File: src/rtl/bitfuscnn_pkg.sv
// ---------------------------------------------------------------------------
// bitfuscnn_pkg
//   Shared types and helpers for the sparse activation path: encoder state,
//   the (value, zero-run index) entry layout stored in OARAM, and the
//   run-length saturation helper used by encoder and decompressor alike.
// ---------------------------------------------------------------------------
package bitfuscnn_pkg;

   localparam int VALUE_WIDTH_DEF = 8;
   localparam int INDEX_WIDTH_DEF = 4;
   localparam int RAM_WIDTH_DEF   = 10;
   localparam int STAT_WIDTH      = 16;

   typedef enum logic [1:0] {
      ENCODE = 2'd0,
      DONE   = 2'd1,
      FULL   = 2'd2
   } encoder_state_t;

   // One OARAM word as seen by the next layer's input fetch.
   typedef struct packed {
      logic [VALUE_WIDTH_DEF-1:0] value;
      logic [INDEX_WIDTH_DEF-1:0] index;
   } sparse_entry_t;

   // Longest zero run a single index field can express.
   function automatic int max_run(input int index_width);
      return (1 << index_width) - 1;
   endfunction

endpackage

File: src/rtl/sparse_output_encoder_zero_run_counter.sv
// ---------------------------------------------------------------------------
// zero_run_counter
//   Tracks the number of zeros seen since the last emitted entry and decides
//   when a beat must produce an OARAM write: every nonzero value, and every
//   zero that arrives while the run is already saturated (a saturation entry
//   standing for MAX_RUN+1 zeros). in_last-style termination drops whatever
//   trailing run is left.
//
// Ports
//   clk, reset   clock, asynchronous active-high reset
//   clear        synchronous run clear
//   accept_i     a beat is consumed this cycle
//   zero_i       the consumed beat is zero
//   last_i       the consumed beat ends the group
//   run_o        zeros preceding the current beat (index field to write)
//   write_req_o  the current beat produces an entry
// ---------------------------------------------------------------------------
module zero_run_counter
   import bitfuscnn_pkg::*;
#(
   parameter int INDEX_WIDTH = INDEX_WIDTH_DEF
) (
   input  logic                   clk,
   input  logic                   reset,
   input  logic                   clear,
   input  logic                   accept_i,
   input  logic                   zero_i,
   input  logic                   last_i,
   output logic [INDEX_WIDTH-1:0] run_o,
   output logic                   write_req_o
);

   localparam logic [INDEX_WIDTH-1:0] MAX_RUN = INDEX_WIDTH'(max_run(INDEX_WIDTH));
   localparam logic [INDEX_WIDTH-1:0] RUN_ONE = 1;

   logic [INDEX_WIDTH-1:0] run_q, run_d;
   logic                   sat;

   assign sat   = (run_q == MAX_RUN);
   assign run_o = run_q;

   always_comb begin
      run_d       = run_q;
      write_req_o = 1'b0;
      if (accept_i) begin
         if (!zero_i) begin
            write_req_o = 1'b1;
            run_d       = '0;
         end else if (sat) begin
            // saturation entry (0, MAX_RUN) absorbs this zero as well
            write_req_o = 1'b1;
            run_d       = '0;
         end else begin
            run_d = run_q + RUN_ONE;
         end
         // trailing zeros of a group are never written
         if (last_i) run_d = '0;
      end
      if (clear) run_d = '0;
   end

   always_ff @(posedge clk or posedge reset) begin
      if (reset) run_q <= '0;
      else       run_q <= run_d;
   end

endmodule

File: src/rtl/sparse_output_encoder.sv
// ---------------------------------------------------------------------------
// sparse_output_encoder
//   Converts a dense, raster-ordered stream of post-ReLU activations into
//   (value, zero-run) entries written to consecutive OARAM addresses.
//   Saturated runs emit (0, MAX_RUN) saturation entries, trailing zeros at
//   in_last are dropped, and a full OARAM stalls the stream until clear.
//
// Ports
//   clk, reset            clock, asynchronous active-high reset
//   clear                 synchronous new-layer restart (ptr, run, counts)
//   in_valid/in_value/in_last/in_ready   dense activation stream
//   oaram_value, oaram_indices_value, oaram_address, oaram_write_enable
//                         registered OARAM write port
//   oaram_full            OARAM exhausted, waiting for clear
//   group_done            one-cycle pulse after a group is fully encoded
//   group_entry_count     entries written for the last completed group
//
// Optional build: define SPARSE_ENC_STATS_EN to add saturating counters of
//   saturation entries written and trailing zeros dropped.
// ---------------------------------------------------------------------------
module sparse_output_encoder
   import bitfuscnn_pkg::*;
#(
   parameter int VALUE_WIDTH = VALUE_WIDTH_DEF,
   parameter int INDEX_WIDTH = INDEX_WIDTH_DEF,
   parameter int RAM_WIDTH   = RAM_WIDTH_DEF
) (
   input  logic                   clk,
   input  logic                   reset,
   input  logic                   clear,
   input  logic                   in_valid,
   input  logic [VALUE_WIDTH-1:0] in_value,
   input  logic                   in_last,
   output logic                   in_ready,
   output logic [VALUE_WIDTH-1:0] oaram_value,
   output logic [INDEX_WIDTH-1:0] oaram_indices_value,
   output logic [RAM_WIDTH-1:0]   oaram_address,
   output logic                   oaram_write_enable,
   output logic                   oaram_full,
   output logic                   group_done,
   output logic [RAM_WIDTH:0]     group_entry_count
`ifdef SPARSE_ENC_STATS_EN
   ,
   output logic [STAT_WIDTH-1:0]  placeholder_count,
   output logic [STAT_WIDTH-1:0]  dropped_zero_count
`endif
);

   localparam logic [RAM_WIDTH:0]   CNT_ONE   = 1;
   localparam logic [RAM_WIDTH-1:0] LAST_ADDR = '1;

   encoder_state_t state_q, state_d;

   // wr_ptr_q carries one extra bit so a wrap past the last address is
   // remembered instead of silently reusing address 0.
   logic [RAM_WIDTH:0]     wr_ptr_q, wr_ptr_d;
   logic [RAM_WIDTH:0]     entry_cnt_q, entry_cnt_d;
   logic [RAM_WIDTH:0]     grp_cnt_q, grp_cnt_d;
   logic [VALUE_WIDTH-1:0] value_q;
   logic [INDEX_WIDTH-1:0] index_q;
   logic [RAM_WIDTH-1:0]   addr_q;
   logic                   wen_q;

   logic                   accept;
   logic                   in_zero;
   logic                   write_req;
   logic                   at_last_addr;
   logic [INDEX_WIDTH-1:0] run;

   // in_ready depends only on state, clear and reset, never on in_valid.
   assign in_ready     = (state_q == ENCODE) && !clear && !reset;
   assign accept       = in_valid && in_ready;
   assign in_zero      = (in_value == '0);
   assign at_last_addr = (wr_ptr_q[RAM_WIDTH-1:0] == LAST_ADDR);

   zero_run_counter #(
      .INDEX_WIDTH (INDEX_WIDTH)
   ) u_run (
      .clk         (clk),
      .reset       (reset),
      .clear       (clear),
      .accept_i    (accept),
      .zero_i      (in_zero),
      .last_i      (in_last),
      .run_o       (run),
      .write_req_o (write_req)
   );

   // ---------------- FSM: state register ----------------
   always_ff @(posedge clk or posedge reset) begin
      if (reset) state_q <= ENCODE;
      else       state_q <= state_d;
   end

   // ---------------- FSM: next state ----------------
   always_comb begin
      state_d = state_q;
      unique case (state_q)
         ENCODE: begin
            if (accept && in_last)              state_d = DONE;
            else if (write_req && at_last_addr) state_d = FULL;
         end
         // a group whose last write hit the final address still reports
         // done first, then parks in FULL
         DONE:    state_d = wr_ptr_q[RAM_WIDTH] ? FULL : ENCODE;
         FULL:    state_d = FULL;
         default: state_d = ENCODE;
      endcase
      if (clear) state_d = ENCODE;
   end

   // ---------------- FSM: outputs ----------------
   always_comb begin
      group_done = (state_q == DONE) && !clear;
      oaram_full = (state_q == FULL);
   end

   // ---------------- pointer and counters ----------------
   always_comb begin
      wr_ptr_d    = wr_ptr_q;
      entry_cnt_d = entry_cnt_q;
      grp_cnt_d   = grp_cnt_q;
      if (clear) begin
         wr_ptr_d    = '0;
         entry_cnt_d = '0;
      end else begin
         if (write_req) wr_ptr_d = wr_ptr_q + CNT_ONE;
         // no writes can occur in DONE, so the count is final here
         if (state_q == DONE) begin
            grp_cnt_d   = entry_cnt_q;
            entry_cnt_d = '0;
         end else if (write_req) begin
            entry_cnt_d = entry_cnt_q + CNT_ONE;
         end
      end
   end

   always_ff @(posedge clk or posedge reset) begin
      if (reset) begin
         wr_ptr_q    <= '0;
         entry_cnt_q <= '0;
         grp_cnt_q   <= '0;
         value_q     <= '0;
         index_q     <= '0;
         addr_q      <= '0;
         wen_q       <= 1'b0;
      end else begin
         wr_ptr_q    <= wr_ptr_d;
         entry_cnt_q <= entry_cnt_d;
         grp_cnt_q   <= grp_cnt_d;
         wen_q       <= write_req;
         if (write_req) begin
            value_q <= in_value;  // zero for saturation entries
            index_q <= run;
            addr_q  <= wr_ptr_q[RAM_WIDTH-1:0];
         end
      end
   end

   assign oaram_value         = value_q;
   assign oaram_indices_value = index_q;
   assign oaram_address       = addr_q;
   assign oaram_write_enable  = wen_q;
   assign group_entry_count   = grp_cnt_q;

`ifdef SPARSE_ENC_STATS_EN
   localparam logic [INDEX_WIDTH-1:0] MAX_RUN = INDEX_WIDTH'(max_run(INDEX_WIDTH));
   localparam logic [STAT_WIDTH:0]    STAT_ONE = 1;

   logic [STAT_WIDTH-1:0] plc_cnt_q, plc_cnt_d;
   logic [STAT_WIDTH-1:0] drop_cnt_q, drop_cnt_d;
   logic [STAT_WIDTH:0]   plc_sum, drop_sum;
   logic                  plc_evt, drop_evt;

   assign plc_evt  = write_req && in_zero;
   // a saturated zero at in_last becomes a saturation entry, so nothing drops
   assign drop_evt = accept && in_last && in_zero && (run != MAX_RUN);
   assign plc_sum  = {1'b0, plc_cnt_q} + STAT_ONE;
   assign drop_sum = {1'b0, drop_cnt_q} + (STAT_WIDTH+1)'(run) + STAT_ONE;

   always_comb begin
      plc_cnt_d  = plc_cnt_q;
      drop_cnt_d = drop_cnt_q;
      if (clear) begin
         plc_cnt_d  = '0;
         drop_cnt_d = '0;
      end else begin
         if (plc_evt)  plc_cnt_d  = plc_sum[STAT_WIDTH]  ? '1 : plc_sum[STAT_WIDTH-1:0];
         if (drop_evt) drop_cnt_d = drop_sum[STAT_WIDTH] ? '1 : drop_sum[STAT_WIDTH-1:0];
      end
   end

   always_ff @(posedge clk or posedge reset) begin
      if (reset) begin
         plc_cnt_q  <= '0;
         drop_cnt_q <= '0;
      end else begin
         plc_cnt_q  <= plc_cnt_d;
         drop_cnt_q <= drop_cnt_d;
      end
   end

   assign placeholder_count  = plc_cnt_q;
   assign dropped_zero_count = drop_cnt_q;
`endif

endmodule
File: config.mk
export PLATFORM = sky130hd
export DESIGN_NAME = sparse_output_encoder
export DESIGN_NICKNAME = d
export VERILOG_FILES = /design/src/rtl/bitfuscnn_pkg.sv /design/src/rtl/sparse_output_encoder_zero_run_counter.sv /design/src/rtl/sparse_output_encoder.sv
export SDC_FILE = /design/constraint.sdc
export NUM_CORES = 1
export LEC_CHECK = 0
export BUFFER_PORTS_ARGS = -buffer_cell sky130_fd_sc_hd__clkbuf_2
export CAP_MARGIN = 20
export CORE_ASPECT_RATIO = 1.75
export CORE_UTILIZATION = 55
export CTS_CLUSTER_SIZE = 24
export DETAILED_ROUTE_END_ITERATION = 12
export GPL_TIMING_DRIVEN = 0
export HOLD_SLACK_MARGIN = 0.05
export PLACE_DENSITY = 0.85
export SLEW_MARGIN = 25
export SYNTH_ARGS = -nofsm -noshare
export SYNTH_HDL_FRONTEND = slang
export SYNTH_SLANG_ARGS = --single-unit
File: constraint.sdc
create_clock -name clk -period 2.2 [get_ports clk]
set_input_delay 0.33 -clock clk [delete_from_list [all_inputs] [get_ports clk]]
set_output_delay 0.33 -clock clk [all_outputs]
set_load 0.01 [all_outputs]
==> results of run 1 <==
## where the power goes
group | switching [mW] | leakage [nW] | internal [mW]
clock network | 0.425 | 0.129 | 0.793
registers | 0.0243 | 0.845 | 1.18
logic | 0.118 | 0.694 | 0.0893
## state kept, by name (all words and copies together) (netlist names), 2 cells and up
| name | flops |
|---|---|
| entry_cnt_q | 11 |
| group_entry_count | 11 |
| oaram_address | 10 |
| oaram_indices_value | 4 |
| oaram_value | 8 |
| state_q | 2 |
| u_run.run_o | 4 |
| wr_ptr_q | 11 |
## metal layers
| metal | up-vias | global-route usage [%] |
|---|---|---|
| li1 | 1050 | - |
| met1 | 1158 | 29.9 |
| met2 | 93 | 44.2 |
| met3 | 36 | 8.26 |
| met4 | 0 | 16.9 |
| met5 | - | 0 |
## cells in the mapped netlist, types with 3 or more instances
cell type	n	share of area [%]
and3_1	6	1.3
or3_1	5	1.1
nor2_1	4	0.53
nand4_1	7	1.5
inv_1	3	0.39
o31ai_1	12	3.2
nor4_1	4	0.88
dfrtp_1	62	54
buf_2	4	0.70
ha_1	3	1.3
buf_4	3	0.79
nor3_1	4	0.70
o21ai_0	7	1.2
or4_1	11	2.9
mux2_2	34	13
nand2_1	12	1.6
nand3_1	13	2.3
nor2b_1	3	0.66
a21oi_1	21	3.7
## cell families (layout without fill, tap and decap cells)
| group | count (synthesis) | in the layout |
|---|---|---|
| buf+inv | 15 | 85 |
| fa+ha+maj | 3 | 3 |
| simple gates | 81 | 81 |
| compound gates | 46 | 46 |
| flops | 62 | 62 |
| mux | 36 | 36 |
## worst paths after layout
kind / startpoint / to / slack [ns]
worst min-delay path: in_value[1] / oaram_value[1] / 0.23
worst min register to register: group_entry_count[5] / group_entry_count[5] / 0.50
max in group asynchronous: reset / oaram_address[5] / 1.16
min in group asynchronous: reset / oaram_indices_value[0] / 0.53
worst max-delay path: reset / entry_cnt_q[3] / 0.08
worst max register to register: u_run.run_o[1] / entry_cnt_q[4] / 0.10
## per-stage QoR
step                      instance area [um2]  hold slack (ns)  util, %  TNS (ns)
final                                    3520            0.232     70.7         0
after floorplan                          2850            0.482        -         0
after global routing                     3520            0.214     70.7   -0.0967
after global placement                   3160            0.488     63.5    -26.30
after CTS                                3460            0.221     69.5         0
after detailed placement                 3180            0.354     63.9    -0.767
## placed cells by master (no fill, tap or decap), drive strengths merged, types with 3 or more instances in the layout
master | Yosys | routed
nand4 | 7 | 7
o21ai | 7 | 7
clkbuf | 2 | 65
nand2 | 13 | 13
nor3 | 4 | 4
inv | 3 | 3
nor2b | 3 | 3
o31ai | 12 | 12
nand3 | 13 | 13
or4 | 11 | 11
mux2 | 34 | 34
dfrtp | 62 | 62
and3 | 6 | 6
a21oi | 21 | 21
nor4 | 5 | 5
ha | 3 | 3
nor2 | 5 | 5
buf | 10 | 14
or3 | 5 | 5
## layout make-up
cell class,instances,area [um2],share of cell area [%]
timing repair buffer,54,300,8.53
clock buffer,14,193,5.47
multi-input combinational,166,1250,35.6
buffer,12,81.3,2.31
clock inverter,2,60.1,1.71
sequential,62,1550,44.1
tap,54,67.6,1.92
inverter,3,13.8,0.391
## repair_timing
item,in CTS,in global routing
hold buffers,1,0
endpoints found under the setup margin,17,25
hold endpoints to repair,21,0
setup buffers,2,2
resized for setup,0,12
pin swaps,1,0
==> results.sh, run 1 <==
export IMPL_cp_max_fo=10
export IMPL_globalRouteTotalUtil_pct=27.0
export IMPL_cts_made_buffers=9
export IMPL_critical_path_buf_inv_count=4
export IMPL_cap_viol_max_count=0
export IMPL_post_route_worst_setup_slack_ns=0.0812
export IMPL_ys_seq_area_share_pct=54.4
export IMPL_worst_endpoint_arrival_ns=2.33
export IMPL_timing_hold_worst_path_depth=2
export IMPL_wl_met2_um=3580
export IMPL_wl_met1_um=2490
export IMPL_globalRoute_totalOverflow=0
export IMPL_run_status="complete, no violations"
export IMPL_grt_pass1_vias=2361
export IMPL_io_buffer_count=48
export IMPL_yosysUniqueCellTypes=36
export IMPL_synthesized_area_fraction_occupied_by_and_or_nand_nor_cells_pct=17.2
export IMPL_fin_crit_period_ns=2.12
export IMPL_chip_height_um=97.3
export IMPL_fmaxAchievable_mhz=472
export IMPL_placedCellCount=346
export IMPL_slew_violations=0
export IMPL_place_ws_ns=-0.124
export IMPL_top_signal_layer_used="met4"
export IMPL_drcViolationCount=0
export IMPL_detailed_place_hpwl_um=4420
export IMPL_die_footprint_um2=5490
export IMPL_cts_tree="done"
export IMPL_largest_net_degree_at_the_start_of_global_routing=42
export IMPL_routedWlPerCell_um=18.4
export IMPL_antenna_violating_nets_remaining=0
export IMPL_synth_compound_area_share_pct=9.87
export IMPL_finalClockSkew_ns=0.00997
export IMPL_number_of_antenna_violations_at_the_first_check_in_global_routing=0
export IMPL_number_of_enable_type_register_cells_in_the_synthesized_netlist=0
export IMPL_finalHoldViolCount=0
export IMPL_routed_via_count=2337
export IMPL_synth_top_family_by_area="simple AND/OR/NAND/NOR gates"
export IMPL_dr_first_iter_drc_count=111
export IMPL_cts_reportedPaths_clkPinSlew_ns=0.07
export IMPL_p_leak_nw=1.67
export IMPL_critical_path_depth=8
export IMPL_setup_viol=0
export IMPL_fillerInstances=348
export IMPL_post_synth_xor_area_fraction_pct=0
export IMPL_clock_latency_ns=0.35
export IMPL_yosysWarningCount=0
export IMPL_share_of_flip_flops_with_an_asynchronous_set_or_reset_pct=100
export IMPL_wirelength_um=6760
export IMPL_worstMarginPinSlew_ns=0.735
export IMPL_power_density_cell_area_nw_per_um2=747
export IMPL_ys_ff_latch=62
export IMPL_crit_share_post_route_pct=96.3
export IMPL_gpl_final_weighted_congestion=0.840
export IMPL_diodes=0
export IMPL_vias_per_cell=6.37
export IMPL_critPathCaptureType="register"
export IMPL_syn_to_final_growth_pct=23.5
export IMPL_hold_path_class="input port to register"
export IMPL_yosys_most_used_dff="dfrtp_1"
export IMPL_top_ports=50
export IMPL_synthCells=243
export IMPL_report_power_total_mw=2.63
export IMPL_cts_root_buf="clkbuf_8"
export IMPL_synthesis_nets=259
export IMPL_vdd_ir_drop_max_v=0.000809
export IMPL_timing_setup_critical_path_class="input port to register"
export IMPL_slowest_cell_on_the_critical_path="dlygate4sd3_1"
export IMPL_syn_cell_area_um2=2850
export IMPL_core_rowCount=34
export IMPL_clk_path_buf_depth=2
export IMPL_synthAdderAreaFrac_pct=1.32
export IMPL_drive_above_1_share_pct=39.9
export IMPL_critPathMaxStageDelay_ns=0.54
export IMPL_final_cell_count_without_fillers=367
export IMPL_ff2ff_path_depth=7
export IMPL_worstPathCellList="dlygate4sd3_1 -> clkbuf_2 -> nor4_4 -> nand2_4 -> buf_6 -> clkbuf_1 -> o31ai_1 -> a21oi_1"
export IMPL_start_util_pct=57.3
export IMPL_die_width_um=56.4
export IMPL_clock_sink_count=62
export IMPL_grt_first_pass_wirelength_um=11200
export IMPL_critical_path_required_ns=2.41
export IMPL_wl_met3_um=343
export IMPL_drt_first_pass_iters=5
export IMPL_crit_family="buffers and inverters"
export IMPL_htree_levels=3
export IMPL_finalNetCount=324
export IMPL_timing_max_slew_rel_slack_pct=50.5
export IMPL_synth_area_per_cell_um2=11.7
export IMPL_timing_critical_path_from_type="input port"
export IMPL_core_area_um2=4980
export IMPL_synth_mux_area_fraction_pct=14.1
Note: power is estimated with default switching activity, not from simulation.
==> run 2: changes to the inputs <==
- clock period: 2.2 -> 2.4 ns (I/O delays scaled with it)
==> results.sh, run 2 (synthesis results as in run 1) <==
export IMPL_post_route_worst_setup_slack_ns=0.137
export IMPL_cts_tree="done"
export IMPL_core_rowCount=34
export IMPL_postLayoutCellArea_um2=3450
export IMPL_fin_crit_period_ns=2.26
export IMPL_syn_to_final_growth_pct=21.1
export IMPL_finalSetupTns_ns=0
export IMPL_core_area_um2=4980
export IMPL_htree_levels=3
export IMPL_drt_first_pass_iters=5
export IMPL_cts_made_buffers=9
export IMPL_routedWlPerCell_um=17.9
export IMPL_globalRoute_totalOverflow=0
export IMPL_drcViolationCount=0
export IMPL_timing_setup_critical_path_class="input port to register"
export IMPL_hold_path_class="input port to register"
export IMPL_clock_latency_ns=0.35
export IMPL_routed_via_count=2282
export IMPL_dr_first_iter_drc_count=80
export IMPL_vias_per_cell=6.27
export IMPL_clock_sink_count=62
export IMPL_final_cell_mix="dfrtp_1, clkbuf_2, mux2_2"
export IMPL_io_buffer_count=48
export IMPL_grt_most_used_layer="met2"
export IMPL_critical_path_required_ns=2.62
export IMPL_setup_viol=0
export IMPL_fillerInstances=359
export IMPL_timing_critical_path_from="reset"
export IMPL_grt_met3_usage_pct=8.12
export IMPL_cap_viol_max_count=0
export IMPL_finalClockSkew_ns=0.0111
export IMPL_gpl_final_weighted_congestion=0.840
export IMPL_clk_path_buf_depth=2
export IMPL_layout_core_utilization_pct=69.4
export IMPL_cts_reportedPaths_clkPinSlew_ns=0.06
export IMPL_place_ws_ns=0.0456
export IMPL_run_status="complete, no violations"
export IMPL_placedCellCount=346
export IMPL_p_leak_nw=1.66
export IMPL_largest_net_degree_at_the_start_of_global_routing=42
export IMPL_die_width_um=56.4
export IMPL_finalHoldViolCount=0
export IMPL_slew_violations=0
export IMPL_fmaxAchievable_mhz=442
export IMPL_timing_max_slew_rel_slack_pct=52.9
export IMPL_final_common_cell="dfrtp_1"
export IMPL_worst_r2r_startpoint="u_run.run_o[1]"
export IMPL_antenna_violating_nets_remaining=0
export IMPL_final_cell_count_without_fillers=364
export IMPL_rsz_0062_raised_after_global_routing="no"
export IMPL_place_area_um2=3180
export IMPL_grt_met2_usage_pct=44.4
export IMPL_chip_height_um=97.3
export IMPL_die_footprint_um2=5490
export IMPL_grt_pass1_vias=2337
export IMPL_diodes=0
export IMPL_vdd_ir_drop_max_v=0.000756
export IMPL_cp_max_fo=10
export IMPL_crit_share_post_route_pct=94.3
export IMPL_power_density_cell_area_nw_per_um2=697
export IMPL_grt_first_pass_wirelength_um=11200
export IMPL_worst_endpoint_arrival_ns=2.48
export IMPL_globalRouteTotalUtil_pct=26.8
export IMPL_worstMarginPinSlew_ns=0.701
export IMPL_drive_above_1_share_pct=37.1
export IMPL_top_ports=50
export IMPL_number_of_antenna_violations_at_the_first_check_in_global_routing=0
export IMPL_detailed_place_hpwl_um=4420
export IMPL_start_util_pct=57.3
export IMPL_finalNetCount=321
export IMPL_wirelength_um=6510
export IMPL_timing_critical_path_from_type="input port"
export IMPL_use_met1_pct=29.8
export IMPL_holdCritStartpoint="in_value[1]"
export IMPL_critPathCaptureType="register"
export IMPL_cts_root_buf="clkbuf_8"
run 2: changes by cell type in the layout (fill, tap and decap cells not counted), moves of 2 or more:
| cell | change |
|---|---|
| buf_4 | -4 |
| a21oi_1 | +2 |
| a21oi_2 | -2 |
| buf_2 | +2 |
run 2: path summary, 6_finish.rpt:
| kind | cells after the start | slack [ns] | end |
|---|---|---|---|
| min in group asynchronous | 3 | 0.57 | oaram_indices_value[0] |
| worst max-delay path | 7 | 0.14 | oaram_address[5] |
| max in group asynchronous | 4 | 1.33 | oaram_address[5] |
| worst min register to register | 1 | 0.50 | group_entry_count[5] |
| worst min-delay path | 2 | 0.26 | oaram_value[1] |
| worst max register to register | 7 | 0.21 | oaram_address[5] |
run 2: worst max-delay path: stages:
cell           delay, ns
dlygate4sd3_1       0.54
clkbuf_2            0.16
nor4_4              0.34
nand2_4             0.15
nor2_2              0.31
buf_4               0.26
mux2_2              0.35
run 2: report_power, final:
group	internal (mW)	total (mW)	leakage, nW	switching [mW]
clock network	0.727	1.12	0.129	0.390
registers	1.08	1.11	0.847	0.0224
logic	0.0800	0.185	0.681	0.105
run 2: final cells by class:
| type | count | area, um2 | area share (%) |
|---|---|---|---|
| sequential | 62 | 1550 | 44.9 |
| buffer | 12 | 76.3 | 2.21 |
| inverter | 3 | 13.8 | 0.399 |
| multi-input combinational | 166 | 1210 | 35.1 |
| tap | 54 | 67.6 | 1.96 |
| clock inverter | 2 | 60.1 | 1.74 |
| timing repair buffer | 51 | 278 | 8.05 |
| clock buffer | 14 | 193 | 5.58 |
run 2: metrics by stage:
stage / hold slack [ns] / total power, mW
final: 0.264 / 2.41
after global routing: 0.244 / 2.50
after detailed placement: 0.384 / 1.31
after global placement: 0.488 / 1.30
after CTS: 0.251 / 2.43
after floorplan: 0.492 / 1.23
run 2: routing by layer:
layer | routed length (um) | share of wire, %
met1 | 2420 | 37
met2 | 3530 | 54
met3 | 336 | 5.2
met4 | 219 | 3.4
met5 | 0 | 0
run 2: timing repair:
action | in CTS | in global routing
gates resized for setup | 0 | 0
endpoints found under the setup margin | 0 | 21
hold endpoints to repair | 21 | 0
hold buffers | 1 | 0
setup buffers | 0 | 1
==> run 3: changes to the inputs <==
- RECOVER_POWER: not set -> 100
==> results.sh, run 3 (synthesis results as in run 1) <==
export IMPL_run_status="complete, no violations"
export IMPL_crit_reg_reg_endpoint="oaram_address[5]"
export IMPL_drcViolationCount=0
export IMPL_layout_core_utilization_pct=68.1
export IMPL_top_ports=50
export IMPL_routedWlPerCell_um=17.9
export IMPL_core_rowCount=34
export IMPL_drive_above_1_share_pct=24.5
export IMPL_power_density_cell_area_nw_per_um2=705
export IMPL_cap_viol_max_count=0
export IMPL_detailed_place_hpwl_um=4420
export IMPL_critPathCaptureType="register"
export IMPL_dr_first_iter_drc_count=59
export IMPL_worst_r2r_startpoint="u_run.run_o[0]"
export IMPL_setup_viol=0
export IMPL_cts_reportedPaths_clkPinSlew_ns=0.06
export IMPL_largest_net_degree_at_the_start_of_global_routing=42
export IMPL_cts_made_buffers=9
export IMPL_final_cell_mix="dfrtp_1, clkbuf_1, mux2_2"
export IMPL_wl_met1_um=2440
export IMPL_finalClockSkew_ns=0.00971
export IMPL_timing_critical_path_from="reset"
export IMPL_number_of_antenna_violations_at_the_first_check_in_global_routing=0
export IMPL_timing_max_slew_rel_slack_pct=39.2
export IMPL_finalNetCount=321
export IMPL_globalRouteTotalUtil_pct=26.8
export IMPL_finalHoldViolCount=0
export IMPL_timing_setup_critical_path_class="input port to register"
export IMPL_final_common_cell="dfrtp_1"
export IMPL_r2r_slack_ns=0.22
export IMPL_start_util_pct=57.3
export IMPL_syn_to_final_growth_pct=18.9
export IMPL_die_width_um=56.4
export IMPL_globalRoute_totalOverflow=0
export IMPL_timing_critical_path_from_type="input port"
export IMPL_crit_family="buffers and inverters"
export IMPL_area_taken_by_multi_input_logic_gates_um2=1210
export IMPL_fillerInstances=393
export IMPL_core_area_um2=4980
export IMPL_grt_pass1_vias=2337
export IMPL_wl_met3_um=357
export IMPL_crit_share_post_route_pct=94.1
export IMPL_worstPathCellList="dlygate4sd3_1 -> clkbuf_1 -> nor4_4 -> nand2_4 -> nor2_2 -> buf_4 -> mux2_2"
export IMPL_clk_path_buf_depth=2
export IMPL_wirelength_um=6530
export IMPL_placedCellCount=346
export IMPL_slowest_cell_on_the_critical_path="dlygate4sd3_1"
export IMPL_critical_path_depth=7
export IMPL_clock_latency_ns=0.35
export IMPL_die_footprint_um2=5490
export IMPL_htree_levels=3
export IMPL_worst_endpoint_arrival_ns=2.48
export IMPL_routed_via_count=2289
export IMPL_critPathMaxStageDelay_ns=0.53
export IMPL_hold_path_class="input port to register"
export IMPL_cts_resized=0
export IMPL_antenna_violating_nets_remaining=0
export IMPL_diodes=0
export IMPL_clock_sink_count=62
export IMPL_critical_path_buf_inv_count=3
export IMPL_worst_setup_path_endpoint="oaram_address[5]"
export IMPL_critical_path_required_ns=2.62
export IMPL_register_area_um2=1550
export IMPL_final_cell_count_without_fillers=364
export IMPL_fmaxAchievable_mhz=443
export IMPL_cp_max_fo=10
export IMPL_cts_root_buf="clkbuf_8"
export IMPL_slew_violations=0
export IMPL_vdd_ir_drop_max_v=0.000750
export IMPL_grt_first_pass_wirelength_um=11200
export IMPL_top_signal_layer_used="met4"
export IMPL_fin_crit_period_ns=2.26
export IMPL_vias_per_cell=6.29
export IMPL_rsz_0062_raised_after_global_routing="no"
export IMPL_drt_first_pass_iters=4
export IMPL_p_leak_nw=1.52
export IMPL_worstMarginPinSlew_ns=0.906
export IMPL_io_buffer_count=48
export IMPL_ff2ff_path_depth=7
export IMPL_gpl_final_weighted_congestion=0.840
export IMPL_cts_tree="done"
export IMPL_wl_met2_um=3490
export IMPL_finalSetupTns_ns=0
export IMPL_chip_height_um=97.3
[run 3: worst min-delay path by stage]
stage / cells after the start / startpoint / slack (ns) / end
2_1_floorplan: 2 / u_run.run_o[1] / 0.49 / u_run.run_o[1]
3_3_place_gp: 1 / group_entry_count[8] / 0.49 / group_entry_count[8]
3_5_place_dp: 2 / reset / 0.38 / oaram_indices_value[1]
4_1_cts: 2 / in_value[1] / 0.25 / oaram_value[1]
5_1_grt: 2 / in_value[2] / 0.24 / oaram_value[2]
6_report: 2 / in_value[2] / 0.27 / oaram_value[2]
[run 3: repair_timing]
action	4_1_cts	5_1_grt
setup buffers	0	1
hold buffers	1	0
endpoints found under the hold margin	21	0
setup endpoints to repair	0	21
[run 3: per-stage QoR]
stage / hold slack, ns / power (mW) / worst slack [ns] / area, um2
floorplan: 0.492 / 1.23 / 0.452 / 2850
CTS: 0.251 / 2.43 / 0.0624 / 3440
detailed placement: 0.384 / 1.31 / 0.0456 / 3180
global placement: 0.488 / 1.30 / -0.257 / 3160
global route: 0.244 / 2.49 / 0.0108 / 3390
finish: 0.270 / 2.39 / 0.143 / 3390
[run 3: power breakdown]
part	internal (mW)	leakage [nW]	switching, mW
combinational	0.0680	0.540	0.104
sequential	1.08	0.847	0.0218
clock	0.727	0.129	0.386
total	1.88	1.52	0.512
[run 3: final cells by class]
| type | instances | share of cell area [%] |
|---|---|---|
| Multi-Input combinational cell | 166 | 35.8 |
| Sequential cell | 62 | 45.8 |
| Inverter | 3 | 0.369 |
| Timing Repair Buffer | 51 | 6.42 |
| Clock buffer | 14 | 5.68 |
| Buffer | 12 | 2.21 |
| Tap cell | 54 | 1.99 |
| Clock inverter | 2 | 1.77 |
[run 3: layer usage]
metal	track usage, %	up-vias
met3	8.12	25
li1	-	1041
met1	29.8	1128
met5	0	-
met2	44.4	95
met4	15.6	0
